`config.mk`:
```
export PLATFORM = sky130hd
export DESIGN_NAME = mc_ctrl
export DESIGN_NICKNAME = d
export VERILOG_FILES = /design/src/rtl/mc_pkg.sv /design/src/rtl/mc_alu_dec.sv /design/src/rtl/mc_ctrl.sv
export SDC_FILE = /design/constraint.sdc
export NUM_CORES = 1
export LEC_CHECK = 0
export CORE_MARGIN = 2
export CORE_UTILIZATION = 35
export DETAILED_ROUTE_END_ITERATION = 7
export PLACE_DENSITY_LB_ADDON = 0.15
export SKIP_LAST_GASP = 1
export SLEW_MARGIN = 15
export SYNTH_ARGS = -nofsm -noshare
export SYNTH_HDL_FRONTEND = slang
export SYNTH_SLANG_ARGS = --single-unit
```
`constraint.sdc`:
```
create_clock -name clk -period 2.64 [get_ports clk]
set_input_delay 0.264 -clock clk [delete_from_list [all_inputs] [get_ports clk]]
set_output_delay 0.264 -clock clk [all_outputs]
set_load 0.005 [all_outputs]
```
`src/rtl/mc_pkg.sv`:
```
// Shared encodings for the multi-cycle MIPS sequencing controller: FSM states,
// opcode/funct constants, ALU/EXT/NPC select codes and the decode-dispatch helper.
package mc_pkg;

  typedef enum logic [3:0] {
    StFetch,
    StDecode,
    StExecR,
    StExecI,
    StAddr,
    StMemRd,
    StMemWr,
    StWbAlu,
    StWbMem,
    StBranch,
    StJump,
    StTrap
  } state_e;

  localparam logic [5:0] OpRtype = 6'b000000;
  localparam logic [5:0] OpAddiu = 6'b001001;
  localparam logic [5:0] OpOri   = 6'b001101;
  localparam logic [5:0] OpLui   = 6'b001111;
  localparam logic [5:0] OpLw    = 6'b100011;
  localparam logic [5:0] OpSw    = 6'b101011;
  localparam logic [5:0] OpBeq   = 6'b000100;
  localparam logic [5:0] OpJ     = 6'b000010;

  localparam logic [5:0] FnAddu = 6'b100001;
  localparam logic [5:0] FnSubu = 6'b100011;
  localparam logic [5:0] FnAnd  = 6'b100100;
  localparam logic [5:0] FnOr   = 6'b100101;
  localparam logic [5:0] FnSlt  = 6'b101010;

  typedef enum logic [3:0] {
    AluAdd = 4'd0,
    AluSub = 4'd1,
    AluAnd = 4'd2,
    AluOr  = 4'd3,
    AluSlt = 4'd4,
    AluLui = 4'd5
  } alu_op_e;

  typedef enum logic [1:0] {
    ExtZero  = 2'b00,
    ExtSign  = 2'b01,
    ExtUpper = 2'b10
  } ext_op_e;

  typedef enum logic [1:0] {
    NpcPc4    = 2'b00,
    NpcBranch = 2'b01,
    NpcJump   = 2'b10
  } npc_op_e;

  // First execution state for a freshly fetched instruction; unsupported encodings trap.
  function automatic state_e decode_state(logic [5:0] op, logic [5:0] funct);
    state_e st;
    unique case (op)
      OpRtype: begin
        unique case (funct)
          FnAddu, FnSubu, FnAnd, FnOr, FnSlt: st = StExecR;
          default:                            st = StTrap;
        endcase
      end
      OpAddiu, OpOri, OpLui: st = StExecI;
      OpLw, OpSw:            st = StAddr;
      OpBeq:                 st = StBranch;
      OpJ:                   st = StJump;
      default:               st = StTrap;
    endcase
    return st;
  endfunction

endpackage

```
`src/rtl/mc_alu_dec.sv`:
```
// Combinational op/funct to ALU operation decoder, shared by the R-type,
// immediate and branch execution phases.
module mc_alu_dec
  import mc_pkg::*;
(
  input  logic [5:0] op,
  input  logic [5:0] funct,
  output alu_op_e    alu_op
);

  always_comb begin
    alu_op = AluAdd;
    if (op == OpRtype) begin
      case (funct)
        FnSubu:  alu_op = AluSub;
        FnAnd:   alu_op = AluAnd;
        FnOr:    alu_op = AluOr;
        FnSlt:   alu_op = AluSlt;
        default: alu_op = AluAdd;
      endcase
    end else begin
      case (op)
        OpOri:   alu_op = AluOr;
        OpLui:   alu_op = AluLui;
        OpBeq:   alu_op = AluSub;
        default: alu_op = AluAdd;
      endcase
    end
  end

endmodule

```
`src/rtl/mc_ctrl.sv`:
```
// Multi-cycle Moore sequencing controller for the MIPS datapath: steps each
// instruction through its phases, gates PC/IR/RF/DM writes and waits on mem_rdy.
module mc_ctrl
  import mc_pkg::*;
#(
  parameter int unsigned CNT_W    = 32,
  parameter bit          HAS_WAIT = 1'b1
) (
  input  logic             clk,
  input  logic             rst,
  input  logic [5:0]       op,
  input  logic [5:0]       funct,
  input  logic             zero,
  input  logic             mem_rdy,
  output logic             pc_wr,
  output logic             ir_wr,
  output logic [1:0]       npc_op,
  output logic             reg_w,
  output logic             reg_dst,
  output logic             alu_src,
  output logic             mem2r,
  output logic             mem_r,
  output logic             mem_w,
  output logic [1:0]       ext_op,
  output logic [3:0]       alu_op,
  output logic             illegal,
  output logic [CNT_W-1:0] retired
);

  state_e           state_q, state_d;
  logic [5:0]       op_q, funct_q;
  logic             illegal_q;
  logic [CNT_W-1:0] retired_q;
  logic             rdy;
  logic             retire;
  alu_op_e          dec_alu_op;

  assign rdy = HAS_WAIT ? mem_rdy : 1'b1;

  mc_alu_dec u_alu_dec (
    .op     (op_q),
    .funct  (funct_q),
    .alu_op (dec_alu_op)
  );

  always_ff @(posedge clk or posedge rst) begin
    if (rst) begin
      state_q <= StFetch;
    end else begin
      state_q <= state_d;
    end
  end

  always_comb begin
    state_d = state_q;
    retire  = 1'b0;
    case (state_q)
      StFetch:  state_d = StDecode;
      StDecode: state_d = decode_state(op, funct);
      StExecR,
      StExecI:  state_d = StWbAlu;
      StAddr:   state_d = (op_q == OpSw) ? StMemWr : StMemRd;
      StMemRd: begin
        if (rdy) state_d = StWbMem;
      end
      StMemWr: begin
        if (rdy) begin
          state_d = StFetch;
          retire  = 1'b1;
        end
      end
      StWbAlu, StWbMem, StBranch, StJump: begin
        state_d = StFetch;
        retire  = 1'b1;
      end
      StTrap:   state_d = StTrap;
      default:  state_d = StFetch;
    endcase
  end

  always_ff @(posedge clk or posedge rst) begin
    if (rst) begin
      op_q      <= '0;
      funct_q   <= '0;
      illegal_q <= 1'b0;
      retired_q <= '0;
    end else begin
      if (state_q == StDecode) begin
        op_q    <= op;
        funct_q <= funct;
      end
      if (state_q == StDecode && state_d == StTrap) illegal_q <= 1'b1;
      if (retire) retired_q <= retired_q + CNT_W'(1);
    end
  end

  always_comb begin
    pc_wr   = 1'b0;
    ir_wr   = 1'b0;
    npc_op  = NpcPc4;
    reg_w   = 1'b0;
    reg_dst = 1'b0;
    alu_src = 1'b0;
    mem2r   = 1'b0;
    mem_r   = 1'b0;
    mem_w   = 1'b0;
    ext_op  = ExtZero;
    alu_op  = AluAdd;
    case (state_q)
      StFetch: begin
        pc_wr = 1'b1;
        ir_wr = 1'b1;
      end
      StExecR: alu_op = dec_alu_op;
      StExecI: begin
        alu_src = 1'b1;
        alu_op  = dec_alu_op;
        if (op_q == OpOri)      ext_op = ExtZero;
        else if (op_q == OpLui) ext_op = ExtUpper;
        else                    ext_op = ExtSign;
      end
      StAddr: begin
        alu_src = 1'b1;
        ext_op  = ExtSign;
        alu_op  = AluAdd;
      end
      // Only the request is held while stalled so the registered address stays put.
      StMemRd: mem_r = 1'b1;
      StMemWr: mem_w = 1'b1;
      StWbAlu: begin
        reg_w   = 1'b1;
        reg_dst = (op_q == OpRtype);
      end
      StWbMem: begin
        reg_w = 1'b1;
        mem2r = 1'b1;
      end
      StBranch: begin
        alu_op = dec_alu_op;
        npc_op = NpcBranch;
        pc_wr  = zero;
      end
      StJump: begin
        pc_wr  = 1'b1;
        npc_op = NpcJump;
      end
      default: ;
    endcase
  end

  assign illegal = illegal_q;
  assign retired = retired_q;

endmodule

```
; Yosys cells after proc, flatten, opt, wreduce, memory -nomap -nowiden
; Index checks and enable logic that the tools add are counted.
[classes]
eq_ne = 32
mux = 24
reduce_logical = 13
add_sub_neg = 1
[ops]
columns = cell, n
row1 = $eq A6 B6 Y1 const B, 12
row2 = $add A32 B1 Y32 const B, 1
row3 = $eq A6 B4 Y1 const B, 5
row4 = $pmux W4 S7, 1
row5 = $eq A4 B4 Y1 const B, 5
row6 = $mux W4, 5
row7 = $pmux W4 S5, 1
row8 = $eq A4 B3 Y1 const B, 4
row9 = $eq A6 B3 Y1 const B, 2
row10 = $logic_not A6 Y1, 2
row11 = $pmux W3 S4, 1
row12 = $reduce_or A2 Y1, 5
row13 = $pmux W3 S3, 1
row14 = $eq A4 B2 Y1 const B, 2
row15 = $mux W1, 8
row16 = $pmux W2 S2, 2
row17 = $eq A6 B2 Y1 const B, 1
row18 = $mux W2, 3
row19 = $reduce_or A3 Y1, 2
row20 = $reduce_or A5 Y1, 1
row21 = $eq A4 B1 Y1 const B, 1
row22 = $logic_not A4 Y1, 1
row23 = $pmux W1 S2, 2
row24 = $reduce_or A4 Y1, 1
row25 = $logic_and A1 B1 Y1, 1
[totals]
reg_bits = 49
output_inout_bits = 49

; Depth between registers and ports, before layout
; Gate-level depths: netlist of the first run.
[logic_depth]
ltp_word = 7
mapped_depth = 7
ltp_nobuf = 5

; Hierarchy
; From an unflattened synthesis of the first run, not the netlist that was laid out.
[unflattened]
cells_unflattened = 269
hier_area_um2 = 2708.8
[modules_own_cells]
columns = module, n_inst, area_per_inst_um2, cells_each
row1 = mc_ctrl, 1, 2555.0, 251
row2 = mc_alu_dec, 1, 153.9, 18

; Worst setup path after synthesis of the first run
; No wires, ideal clock.
[synth_path]
kind = register -> register
start = reg state_q[3]
end = reg retired_q[30] (netlist: retired[30])
synth_period_minus_slack_ns = 1.903
arrival_time_ns = 1.824
path_slack_ns = 0.737
stages_incl_launch_ff = 7
path_cell_list = dfrtp_1 -> and2b_1 -> a32o_2 -> or4b_1 -> buf_6 -> nor4_4 -> xor2_1
[synth_between]
elab_chain_cells = 3
elab_cells_between_ends = 7
classes_between = eq/ne: 5 / mux: 1 / reduce/logical: 1
[synth_rtl]
columns = element, line_no
row1 = from (decl), mc_ctrl.sv:30  ; state_e state_q, state_d;
row2 = from (signal assigned), mc_ctrl.sv:48  ; state_q <= StFetch;
row3 = from (signal assigned), mc_ctrl.sv:50  ; state_q <= state_d;
row4 = $eq A4 B3 Y1 or $eq A4 B4 Y1 (tied branches), mc_ctrl.sv:57  ; case (state_q)
row5 = $reduce_or A4 Y1, mc_ctrl.sv:57
row6 = $pmux W1 S2 *, mc_ctrl.sv:57
row7 = to (signal assigned), mc_ctrl.sv:93  ; if (retire) retired_q <= retired_q + CNT_W'(1);
row8 = to (decl), mc_ctrl.sv:33  ; logic [CNT_W-1:0] retired_q;
; Mark *: on every way between the ends. The rest lies on a longest branch, timed or not.
; A chain may end at the register's enable or synchronous reset.

; Worst setup path after layout of the first run
[layout_path]
start = reg state_q[1]
end = out alu_op[2]
[layout_between]
elab_chain_cells = 3
elab_cells_between_ends = 5
classes_between = eq/ne: 3 / mux: 1 / reduce/logical: 1
[layout_rtl]
columns = element, line_no
row1 = $eq A4 B2 Y1 or $eq A4 B4 Y1 (tied branches), mc_ctrl.sv:109  ; case (state_q)
row2 = $reduce_or A3 Y1 (no line) *, -
row3 = $mux W4 *, mc_ctrl.sv:109
row4 = to (decl), mc_ctrl.sv:25  ; output logic [3:0] alu_op,
; Marked as above.

==> metrics list, run 1 <==
- Antenna diodes: 0
* Slew of the pin with the lowest slew margin: 0.609 ns
- Sequential-to-total area share from yosys stat: 46.1%
- Max-cap violations in this run came to 0.
- Across all layers, the routed design uses 2262 vias.
* Fraction of synthesized cell area taken by the top area cell type: 46.1%
- Max Clock Freq: 416 MHz
- Final weighted congestion in routability-driven placement: 0.754
* Synthesis Warnings: 0
* Maximum fanout count along the critical path: 7
* Final setup violation count: 0
* Area added between synthesis and finish: 32.0%
* Clock latency reported for the late side of the worst-skew pair: 0.30 ns
- For this design, the sink count on the clock tree is 49.
* Number of H-tree levels: 2
- The top cell types in the final layout, fill and taps aside, are 63 x clkdlybuf4s50_1, 49 x nand2_1, 49 x dfrtp_1.
- Summed over all instances, the cell type with the most area after synthesis is dfrtp_1.
- Synthesized area: 2660 um2
* Wire length of the first global-routing pass: 10800 um
- Synthesis produced a netlist with a net count of 310.
- Crit start category: flop
- CTS-repair resized insts: 0
* Mean routed wirelength per cell: 13.7 um
- Final Cell Area: 3510 um2
- Final Net Count: 379
* Number of remaining DRC errors: 0
- A synthesized cell averages 9.08 um2.
- Largest cells by area after synthesis: dfrtp_1 46%, nand2_1 6.9%, xor2_1 6.3%
- Effective utilization at floorplan: 36.5%
* Power density cells: 749 nW/um2
- Status: complete, no violations
- The routed design has 6330 um of wire.
* Buffers inserted during post-CTS setup optimization: 0
- Arrival time of the worst setup path: 2.14 ns
- The cell sitting at the root of the clock tree is a clkbuf_8.
* Unrepaired setup endpoints after global routing: false
- For the worst setup path, the data required time is 2.38 ns.
* GRT Resource Usage Total: 16.1%
- Initial antenna violation count: 0
- Counting flops with a built-in enable in the synthesized netlist gives 0.
- WS Path Type: flop to output port
* Area of placed instances: 3420 um2
* Detailed-route vias per instance: 4.91
- Cell row count: 31
- The first routing iteration left 213 violations.
- Once detail routing completed, the nets flagged for antenna violations numbered 0.
- Startpoint of the worst setup timing path: state_q[1]$_DFF_PP0_
- Number of distinct library cells after synthesis: 49
- Classification of the worst-slack hold path: input pin to asynchronous set/reset pin
- Number of buffers added on ports: 63
* CTS tree: done
- Cells fill 48.2% of the core in the end.
- Post-route non-filler standard cell count: 461
* Clock tree buffer depth: 2
* Die height: 91.2 um
* Setup skew after layout: 0.00591 ns
- Once detailed placement completed, the half-perimeter wirelength came to 4730 um.
* Total count of max-transition violations in the final report: 0
- Die Width: 91.2 um
- Post-layout minimum cycle time: 2.40 ns
* Post-CTS Hold Buffers: 0
* Synth Register Bits: 49
- Iteration count of the initial detailed-routing pass: 4
* Share of final-layout standard cells stronger than drive strength 1: 7.18%
* Max IR drop VDD: 0.211 mV
- The die covers 8320 um2.
- Static leakage: 1.57 nW
* Number of ports placed on the die boundary: 65
- Synthesis handed over a netlist of 293 instances.
- CTS clk-pin slew, worst paths: 0.09 ns
* Most frequently used flop master after synthesis: dfrtp_1
- Summed over all layers, the global routing overflow is 0.
* Ys async rst share: 100%
* Final hold vios: 0
- The library cell used most frequently in the layout, excluding fill and tap cells, is clkdlybuf4s50_1.
* Max transition margin: 59.2%
* CP Capture Type: output port
* Number of global-route vias before repair: 2203
* Share of the clock period used by the worst path: 91.0%
* Worst reg2reg path startpoint: retired[3]$_DFFE_PP0P_
- Minimum setup slack after placement: 0.140 ns
- Final worst-path setup slack: 0.238 ns
* Placed insts: 454
- Clock tree synthesis inserted a total of 5 buffers.
* Placeable core region: 7290 um2
- Entering global routing, the biggest net connects 20 pins.
- Sum of negative setup slack: 0 ns
## per-layer routing
metal / track usage, % / up-vias / routed length [um]
met1: 22.9 / 1066 / 3140
met2: 24.9 / 51 / 2870
met3: 3.15 / 7 / 229
li1: - / 1138 / -
met4: 4.80 / 0 / 79
met5: 0 / - / 0
## synth_stat cells (2+ instances only)
library cell  count
o31ai_1           2
and4_1            4
nor4bb_1          2
nor3b_1           3
nor3_1            8
nand3_1          12
nand4_1           6
o21ai_0          10
xnor2_1          15
a32oi_1           2
a21oi_1           6
and3_1            7
or2_2             3
nand2b_1          6
buf_6             2
dfrtp_1          49
inv_1            11
xor2_1           19
nand2_1          49
clkbuf_1          5
or3_1             2
nor2b_1           4
nor2_1           34
a31oi_1           5
and2b_1           2
nand4b_1          2
## path summary, 6_finish.rpt
kind	end	depth (start not counted)	slack (ns)
setup / recovery	alu_op[2]	7	0.24
hold reg to reg	retired[31]$_DFFE_PP0P_	1	0.48
max in group asynchronous	retired[15]$_DFFE_PP0P_	3	1.77
min in group clk	retired[31]$_DFFE_PP0P_	1	0.48
setup reg to reg	retired[30]$_DFFE_PP0P_	5	0.43
hold / removal	retired[1]$_DFFE_PP0P_	2	0.27
## registers in the layout, indices dropped and copies added (netlist names)
| name | flops |
|---|---|
| state_q | 4 |
| illegal | 1 |
| funct_q | 6 |
| retired | 32 |
| op_q | 6 |
## critical path: stages, from the launching register on
cell	delay [ns]
dfrtp_1	0.47
buf_4	0.20
nor2b_1	0.23
nand2_1	0.09
o21ai_0	0.07
nand2b_1	0.12
a21oi_1	0.14
clkdlybuf4s50_1	0.52
## power by group
group	internal (mW)	total [mW]	switching [mW]
logic	0.528	1.06	0.534
registers	0.916	1.11	0.198
clock network	0.208	0.456	0.249
## final cells by class
type | instances | area (um2)
Tap cell | 99 | 124
Timing Repair Buffer | 71 | 691
Fill cell | 713 | 3780
Multi-Input combinational cell | 224 | 1340
Sequential cell | 49 | 1230
Clock buffer | 6 | 82.6
Inverter | 11 | 41.3
Clock inverter | 1 | 7.51
## through the flow
stage,hold WS (ns),total power [mW]
after floorplan,0.369,1.75
after global placement,0.465,2.18
after detailed placement,0.469,2.20
after CTS,0.272,2.66
after global routing,0.320,2.86
final,0.270,2.63
## cell families (layout without fill, tap and decap cells)
| logic type | count (synthesis) | after routing | share of synthesized area (%) |
|---|---|---|---|
| XOR/XNOR | 34 | 34 | 11.2 |
| adder cells (fa/ha/maj) | 1 | 1 | 0.470 |
| other | 1 | 1 | 0.141 |
| AND/OR/NAND/NOR | 154 | 154 | 30.0 |
| multiplexers | 1 | 1 | 0.423 |
| AO/OA/AOI/OAI | 33 | 33 | 8.13 |
| flip-flops | 49 | 49 | 46.1 |
| buffers and inverters | 20 | 89 | 3.53 |
(Power assumes the default switching activity.)
==> run 2: changes to the inputs <==
--- a/config.mk
+++ b/config.mk
@@ -5,9 +5,11 @@
 export SDC_FILE = /design/constraint.sdc
 export NUM_CORES = 1
 export LEC_CHECK = 0
+export CORE_ASPECT_RATIO = 0.9
 export CORE_MARGIN = 2
 export CORE_UTILIZATION = 35
 export DETAILED_ROUTE_END_ITERATION = 7
+export HOLD_SLACK_MARGIN = 0.08
 export PLACE_DENSITY_LB_ADDON = 0.15
 export SKIP_LAST_GASP = 1
 export SLEW_MARGIN = 15
==> metrics list, run 2 (synthesis gave the netlist of run 1 again) <==
- The final worst-path cycle share is 93.3% (+2.4 points).
- CP required: 2.38 ns (about the same)
- # Max-Cap Violations: 0 (unchanged)
* Arrival time of the worst setup path: 2.20 ns (+0.06 ns)
- Crit path capture: alu_op[0]
* Final setup violation count: 0 (unchanged)
- Leading cell type in the layout, fill and taps excluded: clkdlybuf4s50_1
* Iteration count of the initial detailed-routing pass: 4 (unchanged)
- The number of buffer and inverter instances along the worst setup path was 1 (-1).
- The die outline width came to 95.9 um (+5.2%).
- The weighted congestion at the end of routability-driven global placement came to 0.913 (+21%).
- STA classifies the critical path endpoint as an output port.
- Max IR drop VDD: 0.298 mV (+41%)
* Clock Sinks: 49 (unchanged)
- Static leakage: 1.58 nW (+0.32%)
- Antenna diodes: 0 (unchanged)
* Initial drt markers: 104 (-51%)
* CTS clk-pin slew, worst paths: 0.09 ns (about the same)
- The tree is rooted in a clkbuf_8.
- The source-to-sink clock delay at the later pin of the worst-skew pair was 0.30 ns (about the same).
- The count of vias placed by the detailed router is 2245 (-0.75%).
- Die height: 86.7 um (-4.9%)
* Max transition margin: 58.1% (-1.1 points)
* Slew of the pin with the lowest slew margin: 0.629 ns (+0.0197 ns)
- The flow ran to the end, and the final reports show no timing, DRC or antenna violations.
- The area of the multi-input gates came to 1340 um2 (unchanged).
- Number of buffers added on ports: 63 (unchanged)
* Number of global-route vias before repair: 2104 (-4.5%)
- The clock buffer count from CTS is 5 (unchanged).
- Final HPWL from detailed placement: 4560 um (-3.5%)
* Wire length of the first global-routing pass: 10500 um (-2.8%)
- The number of remaining DRC errors was 0 (unchanged).
- The final sum of negative setup slack is 0 ns (unchanged).
- The H-tree depth came to 2 (unchanged).
* Cell class contributing the biggest share of worst-path delay: simple AND/OR/NAND/NOR gates
* CTS-repair resized insts: 0 (unchanged)
- Maximum fanout count along the critical path: 3 (-4)
- Critical register-to-register path endpoint: retired[30]$_DFFE_PP0P_
- By startpoint and endpoint, the worst setup path is classified as flop to output port.
- Initial antenna violation count: 0 (unchanged)
- The achievable frequency was 406 MHz (-2.5%).
* Number of cells on the critical path: 5 (-2)
- Number of ports placed on the die boundary: 65 (unchanged)
* Number of flip-flops in the largest register: 32 (unchanged)
* Placeable core region: 7470 um2 (+2.4%)
* Post-CTS Hold Buffers: 0 (unchanged)
* Area added between synthesis and finish: 32.1% (about the same)
* Leading cell types in the layout, fill and taps excluded: 63 x clkdlybuf4s50_1, 49 x nand2_1, 49 x dfrtp_1
- TritonCTS built the clock tree.
- Chain of cells forming the critical path: nor3b_1 > a31oi_1 > or3_1 > a21oi_1 > clkdlybuf4s50_1
- The total die area came to 8320 um2 (about the same).
- Hold Slack: 0.451 ns (+0.182 ns)
* Largest net degree at the start of global routing: 50 (+150%)
- Setup repair after global routing left no endpoint under its margin.
* Final Net Count: 378 (-0.26%)
- The share of layout cells above drive strength 1 was 6.93% (-0.26 points).
- Final cell utilization of the core: 47.1% (-1.1 points)
- GRT Resource Usage Total: 15.9% (-0.18 points)
- The number of placement rows is 30 (-3.2%).
- Total count of max-transition violations in the final report: 0 (unchanged)
* Congestion Overflow GR: 0 (unchanged)
- The starting density of the core is 35.6% (-0.87 points).
- Setup skew after layout: 0.00768 ns (+0.00177 ns)
- The cell area power density is 763 nW/um2 (+1.8%).
- The hold violation count in the final report is 0 (unchanged).
- The worst hold path belongs to the class input pin to asynchronous set/reset pin.
- Worst reg2reg path startpoint: state_q[2]$_DFF_PP0_
- The critical path starts at funct_q[4]$_DFFE_PP0P_.
- Clock tree buffer depth: 2 (unchanged)
- Slowest cell on the critical path: clkdlybuf4s50_1
- The worst-case reg-to-reg path depth is 6 (+1).
* Fill cell instance count of the final layout: 739 (+3.6%)
- The register cell area after layout came to 1230 um2 (unchanged).
- Buffers inserted during post-CTS setup optimization: 0 (unchanged)
- The residual antenna-violating net count after detailed routing was 0 (unchanged).
- Post-layout minimum cycle time: 2.46 ns (+0.0625 ns)
- The detailed-route wire length came to 6280 um (-0.77%).
* Mean routed wirelength per cell: 13.7 um (about the same)
- Reg2Reg Setup Slack: 0.50 ns (+0.07 ns)
- Detailed-route vias per instance: 4.91 (+0.12%)
- Crit start category: flop
- Longest individual stage delay on the worst path: 0.52 ns (about the same)
## run 2: cell count changes in the layout (fill, tap and decap cells not counted)
| cell | before | now |
|---|---|---|
| clkinv_2 | 0 | 1 |
| bufinv_16 | 0 | 1 |
| clkinvlp_4 | 1 | 0 |
| buf_4 | 8 | 7 |
| clkbuf_8 | 6 | 5 |
## run 2: per-stage QoR
step / worst slack, ns / cells / power [mW] / area (um2)
finish: 0.176 / 457 / 2.68 / 3520
global route: 0.0213 / 457 / 2.91 / 3520
CTS: 0.147 / 457 / 2.72 / 3520
detailed placement: 0.304 / 450 / 2.18 / 3410
global placement: 0.338 / 450 / 2.16 / 3410
floorplan: 0.737 / 293 / 1.75 / 2660
## run 2: final cells by class
type,instances,area share (%)
tap,96,3.42
clock inverter,2,0.996
clock buffer,5,1.96
timing repair buffer,70,19.4
multi-input combinational,224,38.1
inverter,11,1.17
sequential,49,34.9
## run 2: power by group
group          internal [mW]  leakage (nW)  switching [mW]
clock                  0.276        0.0540           0.249
sequential             0.916         0.638           0.194
combinational          0.518         0.888           0.528
## run 2: per-layer routing
| layer | GRT usage, % | share of wire [%] |
|---|---|---|
| met1 | 24.2 | 49 |
| met2 | 23.4 | 45 |
| met3 | 2.87 | 5.2 |
| met4 | 3.90 | 1.1 |
| met5 | 0 | 0 |
## run 2: worst reg2reg max path: stages (launching register included)
cell     delay [ns]
dfrtp_1        0.52
and2b_1        0.20
a32o_2         0.26
or4b_1         0.48
buf_4          0.21
nor4_4         0.26
xor2_1         0.16
## run 2: how the worst min path moves through the flow
stage,slack (ns),from,cells after the start,endpoint
final,0.45,rst,3,retired[23]$_DFFE_PP0P_
after global routing,0.51,illegal$_DFFE_PP0P_,2,illegal$_DFFE_PP0P_
after CTS,0.48,rst,3,retired[27]$_DFFE_PP0P_
after detailed placement,0.46,retired[31]$_DFFE_PP0P_,1,retired[31]$_DFFE_PP0P_
after global placement,0.46,retired[31]$_DFFE_PP0P_,1,retired[31]$_DFFE_PP0P_
after floorplan,0.37,funct[0],2,funct_q[0]$_DFFE_PP0P_
==> run 3: changes to the inputs <==
--- a/config.mk
+++ b/config.mk
@@ -6,7 +6,7 @@
 export NUM_CORES = 1
 export LEC_CHECK = 0
 export CORE_ASPECT_RATIO = 0.9
-export CORE_MARGIN = 2
+export CORE_MARGIN = 8
 export CORE_UTILIZATION = 35
 export DETAILED_ROUTE_END_ITERATION = 7
 export HOLD_SLACK_MARGIN = 0.08
==> metrics list, run 3 (synthesis gave the netlist of run 1 again) <==
- The final-report setup violation count is 0 (unchanged).
- The core footprint was 7470 um2 (unchanged).
- The total die area is 10700 um2 (+28%).
- Number of H-tree levels: 2 (unchanged)
- STA classifies the critical path endpoint as an output port.
- Chain of cells forming the critical path: nor2b_1 > nand2_1 > o21ai_0 > nand2b_1 > a21oi_1 > clkdlybuf4s50_1
- Wire length of the first global-routing pass: 11400 um (+8.2%)
- Num CTS Buffers: 5 (unchanged)
* Mean routed wirelength per cell: 14.7 um (+7.2%)
- The achievable frequency is 405 MHz (-0.27%).
- The transition time at the pin with the least slew margin is 0.639 ns (+0.0102 ns).
* Leading cell type in the layout, fill and taps excluded: clkdlybuf4s50_1
* Maximum fanout count along the critical path: 15 (+12)
- The clock transition time at the flip-flop clock pins of the worst setup and hold paths is 0.10 ns (about the same).
- Final hold vios: 0 (unchanged)
- By startpoint and endpoint, the worst setup path is classified as flop to output port.
- Post-route non-filler standard cell count: 456 (-0.22%)
- Initial drt markers: 80 (-23%)
* Area occupied by multi-input gates: 1340 um2 (unchanged)
* Die Width: 108 um (+13%)
- The worst setup path is launched from a flop.
- Arrival time of the worst setup path: 2.21 ns (about the same)
* Total count of max-transition violations in the final report: 0 (unchanged)
* GRT Resource Usage Total: 13.0% (-3.0 points)
* Congestion Overflow GR: 0 (unchanged)
* Initial antenna violation count: 0 (unchanged)
- The source-to-sink clock delay at the later pin of the worst-skew pair came to 0.30 ns (about the same).
- Share of the clock period used by the worst path: 93.6% (+0.25 points)
- Hold Slack: 0.312 ns (-0.139 ns)
- Number of flip-flops in the largest register: 32 (unchanged)
* Root Buffer Master: clkbuf_8
* Classification of the worst-slack hold path: input pin to asynchronous set/reset pin
- Detailed-route vias per instance: 5.00 (+1.9%)
- The post-CTS setup buffer count is 0 (unchanged).
- The area growth from synthesis to layout is 32.3%.
* Number of global-route vias before repair: 2240 (+6.5%)
* CTS tree: done
* Unrepaired setup endpoints after global routing: false
- The post-cts hold buffer count came to 0 (unchanged).
- The count of vias placed by the detailed router was 2282 (+1.6%).
* Slowest cell on the critical path: dfrtp_1
- The I/O pin count was 65 (unchanged).
- The number of buffers on the longest clock path is 2 (unchanged).
- Final Net Count: 376 (-0.53%)
* Die height: 98.7 um (+14%)
- Longest individual stage delay on the worst path: 0.62 ns (+0.10 ns)
* Sum of negative setup slack: 0 ns (unchanged)
- Post-layout minimum cycle time: 2.47 ns (+0.00659 ns)
- The residual antenna-violating net count after detailed routing was 0 (unchanged).
- The register cell area after layout came to 1230 um2 (unchanged).
- Placed insts: 448 (-0.44%)
* CP required: 2.38 ns (about the same)
- The placed wire-length estimate after detailed placement is 5120 um (+12%).
- The filler cell count came to 733 (-0.81%).
* Largest net degree at the start of global routing: 28 (-44%)
* Max IR drop VDD: 0.282 mV (-5.4%)
- Final Cell Area: 3520 um2 (+0.14%)
- Iteration count of the initial detailed-routing pass: 4 (unchanged)
* Setup skew after layout: 0.0118 ns (+0.00409 ns)
* Area of placed instances: 3410 um2 (about the same)
* Effective utilization at floorplan: 35.6% (unchanged)
- The flow ran to the end, and the final reports show no timing, DRC or antenna violations.
- Final weighted congestion in routability-driven placement: 0.820 (-10%)
* Final cell utilization of the core: 47.1% (+0.067 points)
- The number of remaining DRC errors came to 0 (unchanged).
* Antenna diodes: 0 (unchanged)
- The number of max-cap violations was 0 (unchanged).
- The cell area power density was 764 nW/um2 (+0.22%).
- Leading cell types in the layout, fill and taps excluded: 63 x clkdlybuf4s50_1, 49 x nand2_1, 49 x dfrtp_1
* Max transition margin: 57.2% (-0.84 points)
* Cell row count: 30 (unchanged)
- The number of instances resized during post-cts repair came to 0 (unchanged).
- The TritonCTS sink count is 49 (unchanged).
- Number of buffers added on ports: 63 (unchanged)
- Share of final-layout standard cells stronger than drive strength 1: 6.39% (-0.54 points)
- Final Routed Wirelength: 6720 um (+7.0%)
- Static leakage: 1.58 nW (-0.18%)
==> run 3: changes by cell type in the layout (fill, tap and decap cells not counted) <==
| cell | change |
|---|---|
| buf_4 | -3 |
| clkinv_2 | -1 |
| clkinv_4 | +1 |
| buf_12 | +1 |
| clkbuf_1 | +1 |
==> run 3: path summary, 6_finish.rpt <==
| kind | from | endpoint | slack [ns] | cells after the start |
|---|---|---|---|---|
| min in group clk | retired[31]$_DFFE_PP0P_ | retired[31]$_DFFE_PP0P_ | 0.48 | 1 |
| worst max register to register | state_q[0]$_DFF_PP0_ | retired[30]$_DFFE_PP0P_ | 0.30 | 5 |
| worst max-delay path | state_q[0]$_DFF_PP0_ | alu_op[2] | 0.17 | 6 |
| worst min-delay path | rst | retired[27]$_DFFE_PP0P_ | 0.31 | 2 |
| worst min register to register | retired[31]$_DFFE_PP0P_ | retired[31]$_DFFE_PP0P_ | 0.48 | 1 |
| max in group asynchronous | rst | op_q[2]$_DFFE_PP0P_ | 1.79 | 3 |
==> run 3: area by class of cell <==
type                            instances  share of cell area (%)
Clock buffer                            6                    2.06
Multi-Input combinational cell        224                    38.1
Sequential cell                        49                    34.8
Timing Repair Buffer                   68                    19.3
Clock inverter                          2                    1.10
Tap cell                               96                    3.41
Inverter                               11                    1.17
==> run 3: stage by stage <==
step	setup WS (ns)	power [mW]
after global routing	0.0131	2.91
after CTS	0.169	2.72
final	0.169	2.69
after global placement	0.212	2.15
after detailed placement	0.160	2.17
after floorplan	0.737	1.75
==> run 3: report_power, final <==
| part | leakage, nW | internal, mW | switching (mW) | total, mW |
|---|---|---|---|---|
| registers | 0.638 | 0.916 | 0.216 | 1.13 |
| logic | 0.884 | 0.511 | 0.505 | 1.02 |
| clock network | 0.0554 | 0.285 | 0.258 | 0.543 |
==> run 3: metal layers <==
| layer | vias to the layer above | global-route usage, % | wire length [um] |
|---|---|---|---|
| met2 | 51 | 20.1 | 3120 |
| met1 | 1095 | 17.4 | 3150 |
| met5 | - | 0 | 0 |
| met4 | 0 | 4.16 | 82 |
| li1 | 1129 | - | - |
| met3 | 7 | 2.80 | 358 |
==> run 3: worst max-delay path, delay by kind of cell, from the launching register on <==
kind            cells  cell delay [ns]
simple gates        3             0.54
compound gates      2             0.23
buf+inv             1             0.53
flops               1             0.62
